==> src/rtl/packet_rx.sv <==
// packet_rx: RMII Ethernet frame receiver with a fixed-length payload.
// Finds the preamble/SFD, filters on destination MAC (station or broadcast),
// strips the 14-byte header and streams the payload out as AXI-Stream words
// through a small FIFO. The final payload word is held back until the FCS has
// been checked, so tuser on the tlast beat carries the frame verdict.
//
// Ports:
//   clk, rst            single clock, asynchronous active-high reset
//   crs_dv, rxd         RMII receive (rxd LSB-first within each byte)
//   m_axis_*            payload stream; tuser on the tlast beat = frame error
//   rx_good/bad/drop    one-cycle status pulses, never more than one at a time
module packet_rx #(
  parameter logic [47:0] LOCAL_MAC            = 48'h00_18_3e_04_b3_f2,
  parameter int          MII_WIDTH            = 2,
  parameter int          PACKET_PAYLOAD_WORDS = 128,
  parameter int          WORD_BYTES           = 1,
  parameter int          FIFO_DEPTH           = 16
) (
  input  logic                    clk,
  input  logic                    rst,
  input  logic                    crs_dv,
  input  logic [MII_WIDTH-1:0]    rxd,
  output logic [WORD_BYTES*8-1:0] m_axis_tdata,
  output logic                    m_axis_tvalid,
  output logic                    m_axis_tlast,
  output logic                    m_axis_tuser,
  input  logic                    m_axis_tready,
  output logic                    rx_good,
  output logic                    rx_bad,
  output logic                    rx_drop
);

  localparam int W       = WORD_BYTES * 8;
  localparam int BCYC    = 8 / MII_WIDTH;
  localparam int WCYC    = W / MII_WIDTH;
  localparam int FCYC    = 32 / MII_WIDTH;
  localparam int PH_MAX  = (WCYC > FCYC) ? WCYC : FCYC;
  localparam int PH_W    = $clog2(PH_MAX + 1);
  localparam int IDX_MAX = (PACKET_PAYLOAD_WORDS > 14) ? PACKET_PAYLOAD_WORDS : 14;
  localparam int IDX_W   = $clog2(IDX_MAX + 1);
  localparam int AW      = $clog2(FIFO_DEPTH);

  localparam logic [PH_W-1:0]  B_LAST   = PH_W'(BCYC - 1);
  localparam logic [PH_W-1:0]  W_LAST   = PH_W'(WCYC - 1);
  localparam logic [PH_W-1:0]  F_LAST   = PH_W'(FCYC - 1);
  localparam logic [IDX_W-1:0] H_LAST   = IDX_W'(13);
  localparam logic [IDX_W-1:0] DST_LAST = IDX_W'(5);
  localparam logic [IDX_W-1:0] P_LAST   = IDX_W'(PACKET_PAYLOAD_WORDS - 1);
  localparam logic [AW:0]      FULL_CNT = (AW + 1)'(FIFO_DEPTH);

  typedef enum logic [2:0] {IDLE, PREAMBLE, HEADER, DATA, FCS, DISCARD} state_t;

  // Reflected Ethernet CRC-32, rxd[0] is the earlier bit on the wire.
  function automatic logic [31:0] crc_step(input logic [31:0] c,
                                           input logic [MII_WIDTH-1:0] d);
    logic [31:0] r;
    r = c;
    for (int i = 0; i < MII_WIDTH; i++)
      r = (r >> 1) ^ ((r[0] ^ d[i]) ? 32'hEDB88320 : 32'h0);
    return r;
  endfunction

  state_t               state_q, state_d;
  logic [MII_WIDTH-1:0] rxd_q, rxd_d;
  logic                 crs_q, crs_d, crs_prev_q, crs_prev_d;
  logic [7:0]           sr_q, sr_d;
  logic [W-1:0]         wsr_q, wsr_d, wsr_sh;
  logic [47:0]          dst_q, dst_d;
  logic [31:0]          crc_q, crc_d;
  logic [PH_W-1:0]      ph_q, ph_d;
  logic [IDX_W-1:0]     idx_q, idx_d;
  logic                 mism_q, mism_d, ovf_q, ovf_d;
  logic                 good_q, good_d, bad_q, bad_d, drop_q, drop_d;
  logic [AW-1:0]        wr_ptr_q, wr_ptr_d, rd_ptr_q, rd_ptr_d;
  logic [AW:0]          fcnt_q, fcnt_d;

  logic                 push, push_last, push_user;
  logic [W-1:0]         push_data;
  logic                 pop, full, room, fcs_bad;
  logic                 mem_we;
  logic [AW-1:0]        mem_wa;
  logic [W+1:0]         mem_wd, head;
  logic [W+1:0]         mem_q [FIFO_DEPTH];

  always_comb begin
    rxd_d      = rxd;
    crs_d      = crs_dv;
    crs_prev_d = crs_q;
    state_d    = state_q;
    // The SFD hunter shifts every cycle; it is only looked at in PREAMBLE.
    sr_d       = {rxd_q, sr_q[7:MII_WIDTH]};
    wsr_sh     = {rxd_q, wsr_q[W-1:MII_WIDTH]};
    wsr_d      = wsr_q;
    dst_d      = dst_q;
    crc_d      = crc_q;
    ph_d       = ph_q;
    idx_d      = idx_q;
    mism_d     = mism_q;
    ovf_d      = ovf_q;
    good_d     = 1'b0;
    bad_d      = 1'b0;
    drop_d     = 1'b0;
    push       = 1'b0;
    push_last  = 1'b0;
    push_user  = 1'b0;
    push_data  = '0;
    // The FCS is sent as ~crc, LSB first; crc_q is shifted down during FCS.
    fcs_bad    = (rxd_q != ~crc_q[MII_WIDTH-1:0]);
    pop        = m_axis_tvalid && m_axis_tready;
    full       = (fcnt_q == FULL_CNT);
    room       = !full || pop;

    case (state_q)
      IDLE: begin
        crc_d = '1;
        ph_d  = '0;
        idx_d = '0;
        if (crs_q && !crs_prev_q) state_d = PREAMBLE;
      end
      PREAMBLE: begin
        if (!crs_q) state_d = IDLE;
        else if (sr_d == 8'hD5) begin
          state_d = HEADER;
          ovf_d   = 1'b0;
          mism_d  = 1'b0;
        end
      end
      HEADER: begin
        if (!crs_q) begin
          drop_d  = 1'b1;
          state_d = IDLE;
        end else begin
          wsr_d = wsr_sh;
          crc_d = crc_step(crc_q, rxd_q);
          if (ph_q == B_LAST) begin
            ph_d  = '0;
            idx_d = idx_q + 1'b1;
            if (idx_q <= DST_LAST) dst_d = {dst_q[39:0], wsr_sh[W-1 -: 8]};
            if (idx_q == H_LAST) begin
              idx_d = '0;
              if (dst_q == LOCAL_MAC || dst_q == '1) state_d = DATA;
              else begin
                state_d = DISCARD;
                drop_d  = 1'b1;
              end
            end
          end else ph_d = ph_q + 1'b1;
        end
      end
      DATA: begin
        if (!crs_q) begin
          push = 1'b1; push_last = 1'b1; push_user = 1'b1;
          bad_d   = 1'b1;
          state_d = IDLE;
        end else begin
          wsr_d = wsr_sh;
          crc_d = crc_step(crc_q, rxd_q);
          if (ph_q == W_LAST) begin
            ph_d = '0;
            // Last word stays in wsr_q until the FCS verdict is known.
            if (idx_q == P_LAST) state_d = FCS;
            else begin
              push      = 1'b1;
              push_data = wsr_sh;
              idx_d     = idx_q + 1'b1;
            end
          end else ph_d = ph_q + 1'b1;
        end
      end
      FCS: begin
        if (!crs_q) begin
          push = 1'b1; push_last = 1'b1; push_user = 1'b1;
          bad_d   = 1'b1;
          state_d = IDLE;
        end else begin
          crc_d  = crc_q >> MII_WIDTH;
          mism_d = mism_q | fcs_bad;
          if (ph_q == F_LAST) begin
            push      = 1'b1;
            push_last = 1'b1;
            push_data = wsr_q;
            // !room: the tlast beat overwrites a word, so the frame is damaged.
            push_user = mism_q | fcs_bad | ovf_q | !room;
            good_d    = !push_user;
            bad_d     = push_user;
            state_d   = DISCARD;
          end else ph_d = ph_q + 1'b1;
        end
      end
      DISCARD: if (!crs_q) state_d = IDLE;
      default: state_d = IDLE;
    endcase

    // FIFO: data words drop when full; the tlast beat always lands.
    mem_we   = 1'b0;
    mem_wa   = wr_ptr_q;
    mem_wd   = {push_user, push_last, push_data};
    wr_ptr_d = wr_ptr_q;
    rd_ptr_d = pop ? rd_ptr_q + 1'b1 : rd_ptr_q;
    if (push) begin
      if (room) begin
        mem_we   = 1'b1;
        wr_ptr_d = wr_ptr_q + 1'b1;
      end else if (push_last) begin
        mem_we = 1'b1;
        mem_wa = wr_ptr_q - 1'b1;
      end else ovf_d = 1'b1;
    end
    fcnt_d = fcnt_q + (AW + 1)'(push && room) - (AW + 1)'(pop);
  end

  always_ff @(posedge clk or posedge rst) begin
    if (rst) begin
      state_q    <= IDLE;
      rxd_q      <= '0;
      // Seeded high so a carrier already present at release is not an edge.
      crs_q      <= 1'b1;
      crs_prev_q <= 1'b1;
      sr_q       <= '0;
      wsr_q      <= '0;
      dst_q      <= '0;
      crc_q      <= '1;
      ph_q       <= '0;
      idx_q      <= '0;
      mism_q     <= 1'b0;
      ovf_q      <= 1'b0;
      good_q     <= 1'b0;
      bad_q      <= 1'b0;
      drop_q     <= 1'b0;
      wr_ptr_q   <= '0;
      rd_ptr_q   <= '0;
      fcnt_q     <= '0;
    end else begin
      state_q    <= state_d;
      rxd_q      <= rxd_d;
      crs_q      <= crs_d;
      crs_prev_q <= crs_prev_d;
      sr_q       <= sr_d;
      wsr_q      <= wsr_d;
      dst_q      <= dst_d;
      crc_q      <= crc_d;
      ph_q       <= ph_d;
      idx_q      <= idx_d;
      mism_q     <= mism_d;
      ovf_q      <= ovf_d;
      good_q     <= good_d;
      bad_q      <= bad_d;
      drop_q     <= drop_d;
      wr_ptr_q   <= wr_ptr_d;
      rd_ptr_q   <= rd_ptr_d;
      fcnt_q     <= fcnt_d;
    end
  end

  always_ff @(posedge clk) begin
    if (mem_we) mem_q[mem_wa] <= mem_wd;
  end

  // Storage is not reset; gate the head so outputs read 0 when empty.
  assign head          = mem_q[rd_ptr_q];
  assign m_axis_tvalid = (fcnt_q != '0);
  assign m_axis_tdata  = m_axis_tvalid ? head[W-1:0] : '0;
  assign m_axis_tlast  = m_axis_tvalid & head[W];
  assign m_axis_tuser  = m_axis_tvalid & head[W+1];
  assign rx_good       = good_q;
  assign rx_bad        = bad_q;
  assign rx_drop       = drop_q;

endmodule
==> config.mk <==
export PLATFORM = sky130hd
export DESIGN_NAME = packet_rx
export DESIGN_NICKNAME = d
export VERILOG_FILES = /design/src/rtl/packet_rx.sv
export SDC_FILE = /design/constraint.sdc
export NUM_CORES = 1
export LEC_CHECK = 0
export ABC_AREA = 1
export CAP_MARGIN = 40
export CORE_ASPECT_RATIO = 1.75
export CORE_MARGIN = 2
export CORE_UTILIZATION = 50
export DETAILED_ROUTE_END_ITERATION = 10
export PLACE_DENSITY = 0.66
export SYNTH_ARGS = -nofsm -noshare
export SYNTH_HDL_FRONTEND = slang
export SYNTH_SLANG_ARGS = --single-unit
==> constraint.sdc <==
create_clock -name clk -period 9.8 [get_ports clk]
set_input_delay 1.96 -clock clk [delete_from_list [all_inputs] [get_ports clk]]
set_output_delay 1.96 -clock clk [all_outputs]
set_load 0.05 [all_outputs]
==> results of run 1 <==
==> cell usage in the layout, fill, tap and decap left out, types with 10 or more instances in the layout <==
cell type,count
o21bai_1,34
clkbuf_16,28
nand4_1,11
clkdlybuf4s50_1,19
o21ai_0,67
a32oi_1,14
dfrtp_1,96
o221ai_1,34
a21oi_1,31
nand3_1,54
ha_1,15
xor2_1,18
nand2_1,247
inv_2,11
o21ai_1,41
o22ai_1,10
nor2_1,152
dfstp_2,34
a22oi_1,14
buf_4,32
inv_1,131
edfxtp_1,160
==> path summary, 6_finish.rpt <==
kind                             start              end  cells after the start
hold / removal                 sr_q[4]          sr_q[2]                      0
setup / recovery           rd_ptr_q[0]  m_axis_tdata[5]                     10
hold reg to reg                sr_q[4]          sr_q[2]                      0
min in group asynchronous          rst        dst_q[19]                      2
setup reg to reg               ph_q[0]        fcnt_q[4]                     19
max in group asynchronous          rst        fcnt_q[2]                      3
==> flip-flops by register name, indices dropped and copies added (netlist names) <==
register	count
wsr_q	8
mem_q	160
rx_bad	1
rxd_q	2
ph_q	5
idx_q	8
crc_q	32
rx_drop	1
wr_ptr_q	4
rd_ptr_q	4
crs_prev_q	1
state_q	3
crs_prev_d	1
mism_q	1
sr_q	6
dst_q	48
rx_good	1
fcnt_q	5
ovf_q	1
==> power by group <==
group          internal [mW]  leakage [nW]  switching, mW
clock network          0.578         0.419          0.451
logic                  0.434          2.24          0.934
registers               1.43          3.25         0.0721
total                   2.44          5.91           1.46
==> worst max-delay path, stage by stage, from the launching register on <==
cell	delay, ns
dfrtp_2	0.38
buf_4	0.35
inv_2	0.11
buf_4	0.65
nand2_1	0.10
a21oi_1	0.16
a21oi_1	0.06
a21oi_1	0.15
o21ai_0	0.11
a21oi_1	0.22
clkdlybuf4s50_1	0.85
==> cell families after synthesis <==
kind of cell | Yosys count
adders and majority gates | 16
xor gates and xnor gates | 21
and+or+nand+nor | 493
buffers and inverters | 194
AOI/OAI and AO/OA | 262
DFF | 292
==> metal layers <==
layer / part of all wire [%] / GRT usage, % / vias to the layer above
li1: - / - / 4414
met1: 40 / 25.8 / 4394
met2: 53 / 39.0 / 194
met3: 3.5 / 1.96 / 62
met4: 3.8 / 9.27 / 0
met5: 0 / 0 / -
==> final cells by class <==
type	instances	area, um^2
multi-input cells	792	4150
fillers	2250	11200
clock inverters	18	141
repair buffers	52	458
well taps	320	400
inverters	144	546
clock buffers	30	718
flip-flops and latches	292	8150
==> summary.log, run 1 <==
INFO  synth          synthAdderAreaFrac=1.59%
INFO  final_layout   synthToLayoutAreaGrowth=11.5%
INFO  synth          multiplexer_area_fraction_after_synthesis=0%
INFO  synth          synth_top_family_by_area=simple AND/OR/NAND/NOR gates
INFO  synth          ys_seq_elements=292
INFO  sta            whs=0.375ns
INFO  synth          synth.cell_area=13100um^2
INFO  clock_tree     cts-buffers-inserted=26
INFO  sta            setup-tns-final=0ns
INFO  grt            initial_antenna_violation_count=0
INFO  grt            grt_pass1_wl=47.0mm
INFO  setup_path     critPathKind=reg2out
INFO  sta            timing_worst_slew_pin_value=0.852ns
INFO  route          drcViolationCount=0
INFO  clock_tree     cts_setup_buffers=0
INFO  hold_path      worstHoldPathType=reg2reg
INFO  setup_path     r2r_slack=6.31ns
INFO  synth          synth_xor_area_share=1.41%
INFO  synth          post_synthesis_average_cell_area=10.2um^2
INFO  sta            finalMaxSlewViolations=0
INFO  placement      place.detailed.instances=1600
INFO  clock_tree     tritoncts=done
INFO  power          total_power=3.90mW
INFO  grt            first_global_vias=9041
INFO  synth          yosys_warnings=0
INFO  sta            finalWorstPathRequiredPeriod=5.70ns
INFO  synth          synth_nets=1300
INFO  sta            maxClockFrequency=176MHz
INFO  clock_tree     cts_num_sinks=292
INFO  setup_path     crit_arrival=3.74ns
INFO  synth          synthTopCellsByArea=edfxtp_1 (37%), dfrtp_1 (19%), nand2_1 (7.1%)
INFO  power          power-per-cell-area=267nW/um^2
INFO  setup_path     required=7.84ns
INFO  die            boundaryPins=20
INFO  clock_tree     cts.path.max_buffers=3
INFO  final_layout   layout.nets=1330
INFO  power          power.static_leakage=5.91nW
INFO  synth          synth-edff-count=160
INFO  placement      gp_congestion=0.882
INFO  synth          synthesized_area_fraction_occupied_by_ao_oa_aoi_and_oai_cells=12.9%
INFO  sta            rsz0062_at_grt=no
INFO  die            die-width=126um
INFO  clock_tree     total_number_of_h_tree_levels=1
INFO  route          via_count=9064
INFO  synth          netlist_top_cells_count=nand2_1 (247), edfxtp_1 (160), nor2_1 (152)
INFO  final_layout   finalNonFillerCells=1648
INFO  sta            fin_skew=0.0103ns
INFO  power          peak_supply_drop=0.176mV
INFO  route          route.detailed.vias_per_inst=5.50
INFO  sta            setup_viol=0
INFO  clock_tree     ctsHoldBuffers=0
INFO  final_layout   num_antenna_cells=0
INFO  setup_path     worstSetupStartpointType=flop
INFO  route          initialDrtViolationCount=743
INFO  placement      dpl.hpwl=19.0mm
INFO  final_layout   post-route-cell-area=14600um^2
INFO  route          ant_nets=0
INFO  synth          synth_cells=1278
INFO  route          detail_route.wl_per_cell=17.6um
INFO  sta            relSlewSlack=43.2%
INFO  run            drv_cap=0
INFO  die            initial_core_util=50.7%
INFO  synth          synth_simple_gate_area_share=15.9%
INFO  die            die_h=218um
INFO  die            design.die.area=27500um^2
INFO  sta            timing.final.hold_violations=0
INFO  grt            grt_overflow=0
INFO  sta            layout_worst_path_cycle_share=58.1%
INFO  die            rows=78
INFO  synth          proportion_of_netlist_area_held_by_the_largest_area_contributor=36.8%
INFO  setup_path     timing.critical_path.fanout_max=83
INFO  clock_tree     post_cts.resized_instances=0
INFO  grt            pin_count_of_the_biggest_net_entering_global_routing=97
INFO  clock_tree     clock_network_latency_to_the_later_pin_of_the_worst_skew_pair=0.54ns
INFO  synth          yosys_top_cell_by_area=edfxtp_1
INFO  synth          dominantRegCellSynth=edfxtp_1
INFO  synth          synthArstFlopShare=45.2%
INFO  setup_path     cp-end-kind=output pin
INFO  placement      pre_cts_ws=4.65ns
INFO  clock_tree     clk_pin_slew_worst_paths=0.06ns
INFO  route          finalWirelength=29.0mm
INFO  route          dr.pass1.iters=5
INFO  final_layout   post_route_cells_drive_above_1_share=11.2%
INFO  die            coreArea=25800um^2
INFO  final_layout   post-route-util=56.5%
INFO  grt            track_usage=21.5%
INFO  synth          synth_most_common_cell=nand2_1
INFO  sta            post-route-worst-setup-slack=4.10ns
INFO  synth          yosysUniqueCellTypes=43
INFO  synth          seq_area_frac_synth=62.4%
INFO  status         outcome=finished, final reports clean
INFO  placement      portBuffers=19
INFO  clock_tree     cts-root-buf=clkbuf_16
INFO  placement      area_after_detailed_placement=13700um^2
No activity file was read; power rests on OpenSTA's default activity.
==> run 2, diff against run 1 <==
PLACE_DENSITY = 0.69   (was 0.66)
clock period = 5 ns   (was 9.8 ns; I/O delays follow)
==> run 2 against run 1 <==
Effect of this change:
- largest power group unchanged
- sequential cell count stayed put
- highest routed layer unchanged
- die area stayed put
- count of clock-buffer cells in the layout is 1 lower
- non-clock buffer count is 5 higher
- first-iteration DRC count is 0.94% lower
- core utilization is 0.38 points higher
- register-to-register slack worse by 4.7 ns
- total power is 97% higher
==> summary.log, run 2 (synthesis gave the netlist of run 1 again) <==
INFO  status         outcome=finished, final reports clean
INFO  final_layout   post-route-util=56.9% [+0.38 points]
INFO  die            rows=78 [unchanged]
INFO  sta            layout_worst_path_cycle_share=87.0%
INFO  final_layout   largest_register_ff_count=160 [unchanged]
INFO  sta            post-route-worst-setup-slack=0.649ns [-3.45 ns]
INFO  die            die-width=126um [unchanged]
INFO  final_layout   layout.cells.most_common_list=nand2_1 (247), edfxtp_1 (160), nor2_1 (152)
INFO  clock_tree     cts-root-buf=clkbuf_16
INFO  sta            timing.final.hold_violations=0 [unchanged]
INFO  clock_tree     total_number_of_h_tree_levels=1 [unchanged]
INFO  power          power.static_leakage=5.94nW [+0.52%]
INFO  route          detail_route.wl_per_cell=17.3um [-1.7%]
INFO  setup_path     worst_setup_path_startpoint=rd_ptr_q[0]
INFO  clock_tree     post_cts.resized_instances=0 [unchanged]
INFO  setup_path     worst_path_most_repeated_cell=a21oi_1
INFO  placement      portBuffers=19 [unchanged]
INFO  sta            rsz0062_at_grt=no
INFO  setup_path     path_delay_family=buffers and inverters
INFO  sta            maxClockFrequency=230MHz
INFO  route          drcViolationCount=0 [unchanged]
INFO  setup_path     timing.rr.start=ph_q[0]
INFO  grt            initial_antenna_violation_count=0 [unchanged]
INFO  route          initialDrtViolationCount=736 [-0.94%]
INFO  power          total_power=7.69mW [+97%]
INFO  power          power-per-cell-area=524nW/um^2 [+96%]
INFO  sta            fin_skew=0.00922ns [-0.00106 ns]
INFO  final_layout   post-route-cell-area=14700um^2 [+0.67%]
INFO  setup_path     critPathKind=reg2out
INFO  die            design.die.area=27500um^2 [unchanged]
INFO  final_layout   synthToLayoutAreaGrowth=12.3%
INFO  final_layout   num_antenna_cells=0 [unchanged]
INFO  setup_path     crit_end=m_axis_tlast
INFO  setup_path     cp-end-kind=output pin
INFO  clock_tree     cts.path.max_buffers=3 [unchanged]
INFO  final_layout   max_flop_register=mem_q
INFO  setup_path     path_cells=buf_4 > nand2_1 > a21oi_1 > a21oi_1 > a21oi_1 > o21ai_0 > a21oi_1 > clkdlybuf4s50_1
INFO  sta            finalMaxSlewViolations=0 [unchanged]
INFO  final_layout   layout.nets=1335 [+0.38%]
INFO  placement      dpl.hpwl=19.4mm [+2.1%]
INFO  hold_path      worstHoldPathType=reg2reg
INFO  grt            track_usage=21.3% [-0.11 points]
INFO  sta            finalWorstPathRequiredPeriod=4.35ns
INFO  setup_path     crit_arrival=3.35ns [-0.39 ns]
INFO  clock_tree     tritoncts=done
INFO  sta            setup-tns-final=0ns [unchanged]
INFO  route          finalWirelength=28.5mm [-1.5%]
INFO  final_layout   layout_commonest_cell=nand2_1
INFO  route          ant_nets=0 [unchanged]
INFO  setup_path     worst_r2r_endpoint=fcnt_q[4]
INFO  setup_path     worstSetupStartpointType=flop
INFO  setup_path     required=4.00ns [-3.84 ns]
INFO  route          via_count=9062 [-0.022%]
INFO  setup_path     r2r_depth=19 [unchanged]
INFO  grt            grt_overflow=0 [unchanged]
INFO  final_layout   post_route_cells_drive_above_1_share=11.7% [+0.49 points]
INFO  placement      gp_congestion=0.858 [-2.7%]
INFO  setup_path     cpPeakStageDelay=0.86ns [about the same]
INFO  sta            timing_worst_slew_pin_value=0.862ns [+0.00980 ns]
INFO  grt            pin_count_of_the_biggest_net_entering_global_routing=97 [unchanged]
INFO  placement      pre_cts_ws=1.24ns [-3.41 ns]
INFO  setup_path     timing.critical_path.fanout_max=82 [-1.2%]
INFO  clock_tree     cts_num_sinks=292 [unchanged]
INFO  placement      area_after_detailed_placement=13800um^2 [+0.47%]
INFO  die            boundaryPins=20 [unchanged]
INFO  clock_tree     clk_pin_slew_worst_paths=0.07ns [about the same]
INFO  sta            relSlewSlack=42.6% [-0.65 points]
INFO  die            initial_core_util=50.7% [unchanged]
INFO  route          dr.pass1.iters=5 [unchanged]
INFO  setup_path     critPathSlowestCell=clkdlybuf4s50_1
INFO  clock_tree     ctsHoldBuffers=0 [unchanged]
INFO  setup_path     worstSetupPathDepth=8 [-2]
INFO  route          route.detailed.vias_per_inst=5.49 [-0.26%]
INFO  power          peak_supply_drop=0.359mV [+100%]
INFO  clock_tree     clock_network_latency_to_the_later_pin_of_the_worst_skew_pair=0.54ns [about the same]
INFO  run            drv_cap=0 [unchanged]
INFO  die            die_h=218um [unchanged]
INFO  sta            whs=0.378ns [+0.00325 ns]
INFO  clock_tree     cts-buffers-inserted=26 [unchanged]
INFO  clock_tree     cts_setup_buffers=0 [unchanged]
INFO  grt            grt_pass1_wl=47.2mm [+0.29%]
INFO  setup_path     r2r_slack=1.61ns [-4.70 ns]
INFO  setup_path     critical_path_buffers_and_inverters=2 [-2]
INFO  final_layout   biggestRegsByFlops=mem_q (160), dst_q (48), crc_q (32)
INFO  grt            first_global_vias=9289 [+2.7%]
INFO  sta            setup_viol=0 [unchanged]
INFO  final_layout   finalNonFillerCells=1652 [+0.24%]
INFO  die            coreArea=25800um^2 [unchanged]
INFO  placement      place.detailed.instances=1605 [+0.31%]
[run 2: area by class of cell]
type	instances	area [um^2]
fill	2211	11100
sequential	292	8150
multi-input combinational	792	4150
clock buffer	29	683
inverter	144	546
timing repair buffer	57	523
tap	320	400
clock inverter	18	209
[run 2: worst register-to-register path, stage by stage, from the launching register on]
cell and delay [ns]:
dfrtp_1 0.40, ha_1 0.22, nand2_1 0.06, nor2_1 0.10, ha_1 0.24, inv_1 0.08, nand2_1 0.09, nand2_2 0.08
nand2_4 0.24, inv_2 0.10, nand2_1 0.12, nand2_1 0.15, ha_1 0.31, inv_1 0.04, ha_1 0.20, fa_1 0.44
a21oi_1 0.14, nor2_1 0.05, nor2_1 0.10, xor2_1 0.15
[run 2: how the worst min path moves through the flow]
stage,to,startpoint,slack [ns],cells after the start
finish,sr_q[3],sr_q[5],0.38,0
global route,sr_q[4],sr_q[6],0.39,0
CTS,sr_q[3],sr_q[5],0.38,0
detailed placement,sr_q[3],sr_q[5],0.36,0
global placement,sr_q[2],sr_q[4],0.36,0
floorplan,crs_prev_q,crs_prev_d,0.35,0
[run 2: where the power goes]
group,switching (mW),internal (mW)
logic,1.75,0.866
registers,0.202,2.80
clock network,0.879,1.20
total,2.83,4.86
[run 2: per-layer routing]
layer	track usage (%)	vias up	wire (um)
met4	9.23	0	1050
met3	2.53	63	987
met1	24.3	4372	10900
met2	39.9	206	15600
met5	0	-	0
li1	-	4421	-
==> run 3, diff against run 2 <==
CTS_BUF_LIST = sky130_fd_sc_hd__clkbuf_4 sky130_fd_sc_hd__clkbuf_8   (was unset)
clock period = 4 ns   (was 5 ns; I/O delays follow)
==> run 3 against run 2 <==
Effect of this change:
- combinational power increased by 35%
- clock skew up 0.016 ns
- routed wire length up 2.1%
- largest cell class unchanged
==> summary.log, run 3 (synthesis gave the netlist of run 1 again) <==
INFO  status         outcome=finished, final reports clean
INFO  setup_path     required=3.20ns [-0.80 ns]
INFO  placement      portBuffers=19 [unchanged]
INFO  setup_path     worstSetupPathDepth=7 [-1]
INFO  setup_path     path_delay_family=buffers and inverters
INFO  die            rows=78 [unchanged]
INFO  grt            initial_antenna_violation_count=0 [unchanged]
INFO  route          ant_nets=0 [unchanged]
INFO  die            die-width=126um [unchanged]
INFO  sta            layout_worst_path_cycle_share=87.9%
INFO  placement      dpl.hpwl=19.8mm [+2.2%]
INFO  sta            fin_skew=0.0248ns [+0.0156 ns]
INFO  setup_path     cp-end-kind=output pin
INFO  placement      gp_congestion=0.887 [+3.3%]
INFO  sta            rsz0062_at_grt=no
INFO  final_layout   layout.nets=1355 [+1.5%]
INFO  clock_tree     cts-buffers-inserted=40 [+54%]
INFO  setup_path     critPathKind=reg2out
INFO  final_layout   largest_register_ff_count=160 [unchanged]
INFO  clock_tree     clk_pin_slew_worst_paths=0.07ns [about the same]
INFO  clock_tree     ctsHoldBuffers=0 [unchanged]
INFO  route          route.detailed.vias_per_inst=5.50 [+0.27%]
INFO  run            drv_cap=0 [unchanged]
INFO  power          peak_supply_drop=0.404mV [+12%]
INFO  sta            setup_viol=0 [unchanged]
INFO  grt            track_usage=21.7% [+0.32 points]
INFO  setup_path     crit_end=m_axis_tuser
INFO  setup_path     timing.critical_path.fanout_max=29 [-65%]
INFO  sta            setup-tns-final=0ns [unchanged]
INFO  final_layout   post-route-util=56.8% [-0.097 points]
INFO  final_layout   fill_cells=2226 [+0.68%]
INFO  grt            first_global_vias=9345 [+0.60%]
INFO  setup_path     crit_arrival=2.71ns [-0.64 ns]
INFO  route          drcViolationCount=0 [unchanged]
INFO  setup_path     critPathSlowestCell=dfrtp_2
INFO  clock_tree     cts.path.max_buffers=3 [unchanged]
INFO  sta            relSlewSlack=49.3% [+6.8 points]
INFO  grt            grt_overflow=0 [unchanged]
INFO  clock_tree     cts-root-buf=clkbuf_8
INFO  grt            pin_count_of_the_biggest_net_entering_global_routing=83 [-14%]
INFO  route          finalWirelength=29.2mm [+2.1%]
INFO  sta            finalMaxSlewViolations=0 [unchanged]
INFO  setup_path     r2r_depth=19 [unchanged]
INFO  setup_path     cpPeakStageDelay=0.43ns [-0.43 ns]
INFO  sta            timing_worst_slew_pin_value=0.755ns [-0.107 ns]
INFO  clock_tree     post_cts.resized_instances=0 [unchanged]
INFO  clock_tree     total_number_of_h_tree_levels=2 [+1]
INFO  setup_path     worstSetupStartpointType=flop
INFO  clock_tree     clock_network_latency_to_the_later_pin_of_the_worst_skew_pair=0.55ns [about the same]
INFO  setup_path     worst_path_most_repeated_cell=buf_4
INFO  setup_path     r2r_slack=0.71ns [-0.90 ns]
INFO  die            die_h=218um [unchanged]
INFO  sta            finalWorstPathRequiredPeriod=3.51ns
INFO  power          power.static_leakage=6.00nW [+0.95%]
INFO  sta            maxClockFrequency=285MHz
INFO  die            coreArea=25800um^2 [unchanged]
INFO  final_layout   layout_commonest_cell=nand2_1
INFO  clock_tree     tritoncts=done
INFO  final_layout   max_flop_register=mem_q
INFO  clock_tree     cts_setup_buffers=0 [unchanged]
INFO  hold_path      worstHoldPathType=reg2reg
INFO  final_layout   num_antenna_cells=0 [unchanged]
INFO  grt            grt_pass1_wl=47.6mm [+0.83%]
INFO  power          power-per-cell-area=650nW/um^2 [+24%]
INFO  clock_tree     cts_num_sinks=292 [unchanged]
INFO  die            boundaryPins=20 [unchanged]
INFO  route          initialDrtViolationCount=759 [+3.1%]
INFO  setup_path     path_cells=inv_2 > buf_4 > nor2_1 > o221ai_1 > nand3_1 > a21oi_1 > buf_4
INFO  final_layout   synthToLayoutAreaGrowth=12.1%
INFO  die            initial_core_util=50.7% [unchanged]
INFO  setup_path     critical_path_buffers_and_inverters=3 [+1]
INFO  setup_path     worst_setup_path_startpoint=rd_ptr_q[0]
INFO  route          detail_route.wl_per_cell=17.3um [+0.38%]
INFO  sta            timing.final.hold_violations=0 [unchanged]
INFO  die            design.die.area=27500um^2 [unchanged]
INFO  final_layout   biggestRegsByFlops=mem_q (160), dst_q (48), crc_q (32)
INFO  final_layout   layout.cells.most_common_list=nand2_1 (247), edfxtp_1 (160), nor2_1 (152)
INFO  route          dr.pass1.iters=5 [unchanged]
INFO  final_layout   post_route_cells_drive_above_1_share=14.3% [+2.6 points]
INFO  route          via_count=9246 [+2.0%]
INFO  setup_path     worst_r2r_endpoint=fcnt_q[4]
INFO  setup_path     timing.rr.start=ph_q[0]
[run 3: cell count changes in the layout (fill, tap and decap cells not counted), sizes merged]
cell           change
clkbuf            +29
buf               +16
bufinv             -3
clkdlybuf4s50     -10
clkinv             +2
inv                -1
clkinvlp           -4
[run 3: power breakdown]
group          switching (mW)  leakage, nW  internal, mW
sequential              0.200         3.25          3.50
combinational            2.35         2.33          1.18
clock                    1.08        0.419          1.20
[run 3: routing by layer]
metal	vias to the layer above	global-route usage (%)	share of wire, %
met1	4489	23.9	38
met4	0	9.30	3.8
met2	202	41.3	55
met5	-	0	0
li1	4475	-	-
met3	80	2.50	3.1
[run 3: stage by stage]
step	power [mW]	instance area, um^2	setup WS (ns)	cells	hold WS, ns
6_report	9.52	14600	0.486	1681	0.378
5_1_grt	10.1	14600	0.310	1681	0.379
4_1_cts	9.59	14600	0.429	1681	0.374
3_5_place_dp	7.29	13800	0.699	1611	0.364
3_3_place_gp	7.13	13800	0.805	1608	0.355
2_1_floorplan	6.14	13100	1.01	1278	0.353
[run 3: layout make-up]
cell class / count / area [um^2] / share of cell area, %
multi-input cells: 792 / 4150 / 28.4
inverters: 144 / 544 / 3.72
clock buffers: 58 / 704 / 4.81
clock inverters: 12 / 88.8 / 0.607
flip-flops and latches: 292 / 8150 / 55.7
repair buffers: 63 / 598 / 4.08
well taps: 320 / 400 / 2.73
[run 3: worst min path at each step]
| stage | start | to | slack, ns | depth (start not counted) |
|---|---|---|---|---|
| 3_3_place_gp | sr_q[7] | sr_q[5] | 0.35 | 0 |
| 5_1_grt | sr_q[7] | sr_q[5] | 0.38 | 0 |
| 4_1_cts | sr_q[7] | sr_q[5] | 0.37 | 0 |
| 3_5_place_dp | sr_q[7] | sr_q[5] | 0.36 | 0 |
| 2_1_floorplan | crs_prev_d | crs_prev_q | 0.35 | 0 |
| 6_report | sr_q[4] | sr_q[2] | 0.38 | 0 |
[run 3: worst reg2reg max path, stage by stage, from the launching register on]
cell and delay [ns]:
dfrtp_1 0.41, ha_1 0.22, nand2_1 0.06, nor2_1 0.10, ha_1 0.22, inv_1 0.07, nand2_1 0.07, nand2_2 0.08
nand2_4 0.21, inv_2 0.09, nand2_1 0.12, nand2_1 0.14, ha_1 0.31, inv_1 0.04, ha_1 0.20, fa_1 0.43
a21oi_1 0.16, nor2_1 0.05, nor2_1 0.11, xor2_1 0.15
